--- config.mk ---
export PLATFORM = sky130hd
export DESIGN_NAME = fifo2axis_pkt
export DESIGN_NICKNAME = d
export VERILOG_FILES = /design/src/rtl/fifo2axis_pkg.sv /design/src/rtl/fifo2axis_buf.sv /design/src/rtl/fifo2axis_pkt.sv
export SDC_FILE = /design/constraint.sdc
export NUM_CORES = 1
export LEC_CHECK = 0
export ABC_AREA = 1
export BUFFER_PORTS_ARGS = -buffer_cell sky130_fd_sc_hd__buf_2
export CAP_MARGIN = 15
export CORE_MARGIN = 3
export CORE_UTILIZATION = 40
export CTS_CLUSTER_SIZE = 10
export DETAILED_ROUTE_END_ITERATION = 12
export PLACE_DENSITY = 0.66
export SYNTH_ARGS = -nofsm -noshare
export SYNTH_HDL_FRONTEND = slang
export SYNTH_SLANG_ARGS = --single-unit
--- constraint.sdc ---
create_clock -name clk -period 8.51 [get_ports clk]
set_input_delay 1.702 -clock clk [delete_from_list [all_inputs] [get_ports clk]]
set_output_delay 1.702 -clock clk [all_outputs]
set_load 0.05 [all_outputs]
--- src/rtl/fifo2axis_pkg.sv ---
// Shared types and helpers for the fifo2axis packetizer.
//   state_e   : packetizer FSM states (IDLE, FILL, SEND)
//   clamp_len : maps a requested packet length onto 1..depth
package fifo2axis_pkg;

  typedef enum logic [1:0] {
    IDLE = 2'd0,
    FILL = 2'd1,
    SEND = 2'd2
  } state_e;

  // A length of zero, or one the buffer cannot hold, becomes a full-buffer packet.
  function automatic int unsigned clamp_len(input int unsigned len, input int unsigned depth);
    int unsigned res;
    if ((len == 0) || (len > depth)) res = depth;
    else                             res = len;
    return res;
  endfunction

endpackage

--- src/rtl/fifo2axis_buf.sv ---
// Circular word buffer used by the fifo2axis packetizer.
// Ports:
//   clk, rst_n : clock, asynchronous active-low reset (pointers/occupancy only)
//   push_i     : write wdata_i at the write pointer this cycle
//   pop_i      : advance the read pointer this cycle
//   wdata_i    : word to store
//   rdata_o    : word at the read pointer (combinational)
//   occ_o      : number of stored words, 0..DEPTH
// The caller guarantees no push when full and no pop when empty.
module fifo2axis_buf #(
  parameter int DATA_WIDTH = 32,
  parameter int DEPTH      = 4,
  localparam int PW        = $clog2(DEPTH),
  localparam int OW        = $clog2(DEPTH + 1)
) (
  input  logic                  clk,
  input  logic                  rst_n,
  input  logic                  push_i,
  input  logic                  pop_i,
  input  logic [DATA_WIDTH-1:0] wdata_i,
  output logic [DATA_WIDTH-1:0] rdata_o,
  output logic [OW-1:0]         occ_o
);

  logic [DATA_WIDTH-1:0] mem_q [DEPTH];
  logic [PW-1:0]         wr_ptr_q, wr_ptr_d;
  logic [PW-1:0]         rd_ptr_q, rd_ptr_d;
  logic [OW-1:0]         occ_q, occ_d;

  // DEPTH is a power of two, so pointer overflow is the modulo-DEPTH wrap.
  always_comb begin
    wr_ptr_d = wr_ptr_q;
    rd_ptr_d = rd_ptr_q;
    if (push_i) wr_ptr_d = wr_ptr_q + PW'(1);
    if (pop_i)  rd_ptr_d = rd_ptr_q + PW'(1);
    occ_d = occ_q + OW'(push_i) - OW'(pop_i);
  end

  always_ff @(posedge clk or negedge rst_n) begin
    if (!rst_n) begin
      wr_ptr_q <= '0;
      rd_ptr_q <= '0;
      occ_q    <= '0;
    end else begin
      wr_ptr_q <= wr_ptr_d;
      rd_ptr_q <= rd_ptr_d;
      occ_q    <= occ_d;
    end
  end

  // Storage carries no reset; only handshaked words are ever read back.
  always_ff @(posedge clk) begin
    if (push_i) mem_q[wr_ptr_q] <= wdata_i;
  end

  assign rdata_o = mem_q[rd_ptr_q];
  assign occ_o   = occ_q;

endmodule

--- src/rtl/fifo2axis_pkt.sv ---
// Packetizer from a producer word stream to an AXI4-Stream master.
// Buffers up to DEPTH words and sends them as one packet of run-time length,
// marking the final beat with tlast.
// Ports:
//   clk, rst_n      : clock, asynchronous active-low reset
//   start, pkt_len  : begin a packet (IDLE only); length sampled on acceptance
//   in_data/in_valid/in_ready          : producer side
//   m_axis_tdata/tvalid/tready/tlast   : stream side
//   start_accel     : accelerator enable, high from the first edge after reset
//   busy            : FSM not in IDLE
//   done            : one-cycle pulse after the last beat is accepted
//   dbg_state       : current FSM state (state_e encoding)
//
// Handshakes: a transfer happens on a clock edge where valid && ready are both
// high. Valid never depends on ready; once tvalid is raised it stays high with
// tdata/tlast unchanged until tready is seen, because occupancy can only grow
// and rd_cnt only moves on an accepted beat.
module fifo2axis_pkt
  import fifo2axis_pkg::*;
#(
  parameter int DATA_WIDTH  = 32,
  parameter int DEPTH       = 4,
  parameter int CUT_THROUGH = 0,
  parameter int LW          = $clog2(DEPTH + 1)
) (
  input  logic                  clk,
  input  logic                  rst_n,
  input  logic                  start,
  input  logic [LW-1:0]         pkt_len,
  input  logic [DATA_WIDTH-1:0] in_data,
  input  logic                  in_valid,
  output logic                  in_ready,
  output logic [DATA_WIDTH-1:0] m_axis_tdata,
  output logic                  m_axis_tvalid,
  input  logic                  m_axis_tready,
  output logic                  m_axis_tlast,
  output logic                  start_accel,
  output logic                  busy,
  output logic                  done,
  output logic [1:0]            dbg_state
);

  state_e          state_q, state_d;
  logic [LW-1:0]   len_q, len_d;
  logic [LW-1:0]   wr_cnt_q, wr_cnt_d;
  logic [LW-1:0]   rd_cnt_q, rd_cnt_d;
  logic            done_q, done_d;
  logic            start_accel_q;

  logic [LW-1:0]         occ;
  logic [DATA_WIDTH-1:0] rdata;
  logic                  push, pop;
  logic                  last_beat;
  logic                  send_cond;

  fifo2axis_buf #(
    .DATA_WIDTH(DATA_WIDTH),
    .DEPTH     (DEPTH)
  ) u_buf (
    .clk    (clk),
    .rst_n  (rst_n),
    .push_i (push),
    .pop_i  (pop),
    .wdata_i(in_data),
    .rdata_o(rdata),
    .occ_o  (occ)
  );

  assign in_ready      = (state_q != IDLE) && (wr_cnt_q < len_q) && (occ < LW'(DEPTH));
  assign m_axis_tvalid = (state_q == SEND) && (occ != '0);
  assign last_beat     = (rd_cnt_q == (len_q - LW'(1)));
  assign m_axis_tlast  = m_axis_tvalid && last_beat;
  // Gated so the idle/reset value is 0 even though the storage is not reset.
  assign m_axis_tdata  = m_axis_tvalid ? rdata : '0;

  assign push = in_valid && in_ready;
  assign pop  = m_axis_tvalid && m_axis_tready;

  // Store-and-forward waits for the whole packet; cut-through for any word.
  assign send_cond = (CUT_THROUGH != 0) ? (occ != '0) : (wr_cnt_q == len_q);

  always_comb begin
    state_d  = state_q;
    len_d    = len_q;
    wr_cnt_d = wr_cnt_q;
    rd_cnt_d = rd_cnt_q;
    done_d   = 1'b0;
    if (push) wr_cnt_d = wr_cnt_q + LW'(1);
    if (pop)  rd_cnt_d = rd_cnt_q + LW'(1);
    case (state_q)
      IDLE: begin
        if (start) begin
          state_d  = FILL;
          len_d    = LW'(clamp_len(32'(pkt_len), 32'(DEPTH)));
          wr_cnt_d = '0;
          rd_cnt_d = '0;
        end
      end
      FILL: begin
        if (send_cond) state_d = SEND;
      end
      SEND: begin
        if (pop && last_beat) begin
          state_d = IDLE;
          done_d  = 1'b1;
        end
      end
      default: state_d = IDLE;
    endcase
  end

  always_ff @(posedge clk or negedge rst_n) begin
    if (!rst_n) begin
      state_q       <= IDLE;
      len_q         <= '0;
      wr_cnt_q      <= '0;
      rd_cnt_q      <= '0;
      done_q        <= 1'b0;
      start_accel_q <= 1'b0;
    end else begin
      state_q       <= state_d;
      len_q         <= len_d;
      wr_cnt_q      <= wr_cnt_d;
      rd_cnt_q      <= rd_cnt_d;
      done_q        <= done_d;
      start_accel_q <= 1'b1;
    end
  end

  assign busy        = (state_q != IDLE);
  assign done        = done_q;
  assign start_accel = start_accel_q;
  assign dbg_state   = state_q;

endmodule

==> key figures <==
Synthesis
  • Mux cell area share after synthesis: 0
  • Post-Synth Simple-Gate Area: 0.125
  • Xor and xnor area share after synthesis: 0.0100
  • Most common cell in the synthesized netlist: nor2_1
  • Top cells by count, synth: 143 x nor2_1, 128 x edfxtp_1, 47 x o21ai_0, 35 x a21oi_1, 31 x inv_1
  • Mapped Nets: 572
  • Yosys Warn Count: 0
  • Register bit total from synthesis: 148
  • Synthesized instance count: 518
  • Top cell type's share of synthesized area: 0.628
  • Sequential share of the synthesized area: 0.710
  • Post-synthesis compound-gate area fraction: 0.0851
  • Post-synth EDFFs: 128
  • Post-synthesis adder-cell area fraction: 0.0299
  • Post-Syn Area: ~6100 µm²
  • Largest family of logic cells by synthesized area: simple AND/OR/NAND/NOR gates
  • Unique cell type count in the Yosys netlist: 26
  • Synth Flop Type: edfxtp_1
  • Synth area leaders: edfxtp_1 63%, nor2_1 8.8%, dfrtp_1 8.2%
  • Avg Synthesized Cell Area: around 12 µm²
  • Asr flop ratio synth: 0.135
  • Post-synth top area cell: edfxtp_1

Drt
  • Drt total wl: 12300 µm
  • Via density: just under 5
  • DR vias: 3920
  • Drt wl/cell: 15.6 µm
  • Antenna Nets Post-Route: 0
  • DRT iter0 DRCs: 284
  • DRC viols: 0
  • DRT Pass-1 Iters: 5

Power
  • Net Switching: between 1 and 1.5 mW
  • Int Pwr: between 1.5 and 2 mW
  • Worst vdd ir: 0.222 mV
  • Clk pwr share: 0.271
  • Leakage: 2.85 nW
  • Comb pwr share: 0.380
  • Sequential Power Share: 0.349
  • Pwr dens: about 380 nW/µm²
  • Net Sw Frac: 0.397

Placed design
  • Routability cong.: about 0.78
  • HPWL Detailed: 7600 µm
  • IO buf count: 79

Global routing
  • First-pass GRT wire length: 19600 µm
  • Pin count of the biggest net entering global routing: 68
  • Global Route Usage Sum: 0.152
  • Antenna violations before repair: 3
  • Vias in the first global route: about 4000
  • GRT Residual Overflow: 0

STA
  • Finish-stage setup viols: 0
  • RSZ-0062 raised after global routing: false
  • Setup TNS: 0 ns
  • Fin. max-slew vios: 0
  • Final Cycle Share: 0.511
  • Hold Vio Cnt, Final: 0
  • Slew margin rel.: 0.286
  • Fin crit period: 4.35 ns
  • Slew @ Worst Pin: 1.07 ns
  • Maximum clock rate: 0.230 GHz
  • Worst clock skew: 0.00901 ns

Status
  • Outcome: finished, final reports clean

Worst setup path
  • Crit end category: output pin
  • Worst path max stage delay: 0.80 ns
  • Crit path cell chain: inv_2, o21ai_0, a21oi_1, buf_2
  • Arr. time, crit path: 2.65 ns
  • Max FO, Critical Path: 64
  • Crit path kind: flop to output pin
  • Slowest CP cell: inv_2
  • WP buf/inv: 2
  • Crit start category: flop
  • Critical Path RT: 6.81 ns
  • Cell family with most CP delay: buffers and inverters

Clock tree
  • Post_cts resized: 0
  • Clk_lat worst skew: 0.41 ns
  • Clock Sinks: 148
  • Cts hold-fix bufs: 0
  • Postcts setup bufs: 0
  • Root Driver: clkbuf_16
  • CTS tree: done
  • Cts bufs inserted: 17
  • Clock buffer depth: 2
  • Clock-pin slew on the worst setup and hold paths: 0.06 ns
  • H-tree depth: 4

Cells and area
  • Final core occ: 0.496
  • # fillers: 1295
  • Nets: 650
  • Layout cells sized above 1: 0.206
  • P&R area growth vs syn: 19.5%

Run
  • Max-Cap Viols: 0

Die
  • Number of I/O pins: 80
  • # rows: 44
  • Initial Utilization: 0.415
  • Total core area: around 15000 µm²
  • Die Ht: roughly 130 µm
  • Die area: 16800 µm²
  • Die X: 130 µm

Min path
  • Worst Hold Class: flop to flop
-- power by group through the flow --
| stage | Clock [mW] | Combinational (mW) | Sequential (mW) |
|---|---|---|---|
| after floorplan | 0 | 0.810 | 0.957 |
| after global placement | 0 | 0.984 | 0.990 |
| after detailed placement | 0 | 1.02 | 0.995 |
| after CTS | 0.756 | 1.02 | 0.981 |
| after global routing | 0.789 | 1.15 | 0.965 |
| final | 0.744 | 1.04 | 0.956 |
-- per-stage QoR --
step	cell area, µm²	hold slack, ns	setup slack [ns]	power, mW	instances
after floorplan	6120	0.488	4.47	1.77	518
after global placement	6670	0.524	4.15	1.97	759
after detailed placement	6700	0.543	4.11	2.01	760
after CTS	7290	0.552	3.66	2.76	790
after global routing	7310	0.595	3.97	2.91	792
final	7310	0.544	4.16	2.74	792
-- routing by layer --
layer / part of all wire / vias up / routed length (µm) / track usage
met5: 0.0017 / - / 21 / 0
met4: 0.016 / 4 / 194 / 0.0709
met3: 0.070 / 18 / 861 / 0.0442
met2: 0.49 / 106 / 6020 / 0.243
met1: 0.42 / 1858 / 5240 / 0.193
li1: - / 1934 / - / -
-- registers in the layout, indices dropped and copies added, names as in the netlist --
signal          count
rd_cnt_q            3
done                1
start_accel         1
len_q               3
u_buf.rd_ptr_q      2
u_buf.wr_ptr_q      2
u_buf.mem_q       128
u_buf.occ_o         3
wr_cnt_q            3
dbg_state           2
-- tightest hold or removal path, delay by kind of cell (launching register included) --
| family | cells | cell delay [ns] |
|---|---|---|
| buffers and inverters | 1 | 0.06 |
| AO/OA/AOI/OAI | 1 | 0.05 |
| flip-flops | 1 | 0.40 |
-- final timing paths --
path / slack [ns] / to / startpoint / cells past startpoint
setup / recovery: 4.16 / m_axis_tdata[3] / u_buf.rd_ptr_q[0] / 4
hold / removal: 0.54 / wr_cnt_q[1] / wr_cnt_q[1] / 2
setup reg to reg: 5.84 / u_buf.mem_q[1][16] / len_q[2] / 7
hold reg to reg: 0.54 / wr_cnt_q[1] / wr_cnt_q[1] / 2
max in group asynchronous: 6.92 / u_buf.rd_ptr_q[0] / rst_n / 1
min in group asynchronous: 1.24 / done / rst_n / 1
-- final cells by class --
| class | count | area, µm² | share of cell area |
|---|---|---|---|
| Antenna cell | 1 | 2.50 | 0.000342 |
| Clock buffer | 18 | 429 | 0.0587 |
| Clock inverter | 12 | 164 | 0.0224 |
| Inverter | 33 | 124 | 0.0169 |
| Multi-Input combinational cell | 314 | 1570 | 0.214 |
| Sequential cell | 148 | 4350 | 0.594 |
| Tap cell | 184 | 230 | 0.0315 |
| Timing Repair Buffer | 82 | 450 | 0.0616 |
-- cell usage in the layout (no fill, tap or decap), drive strengths merged --
master,n
a21oi,35
buf,82
bufinv,4
clkbuf,18
clkinv,5
clkinvlp,3
conb,1
dfrtp,20
diode,1
edfxtp,128
fa,1
ha,13
inv,33
nand2,29
nand3,6
nand4,2
nor2,148
nor4,1
o21ai,69
or2,2
xnor2,3
xor2,4
-- kinds of logic (layout without fill, tap and decap cells) --
family | count (synthesis) | after routing
AND/OR/NAND/NOR | 188 | 188
XOR/XNOR | 7 | 7
AO/OA/AOI/OAI | 104 | 104
adder cells (fa/ha/maj) | 14 | 14
buffers and inverters | 56 | 145
flip-flops | 148 | 148
other | 1 | 2
No activity file was read; power rests on OpenSTA's default activity.
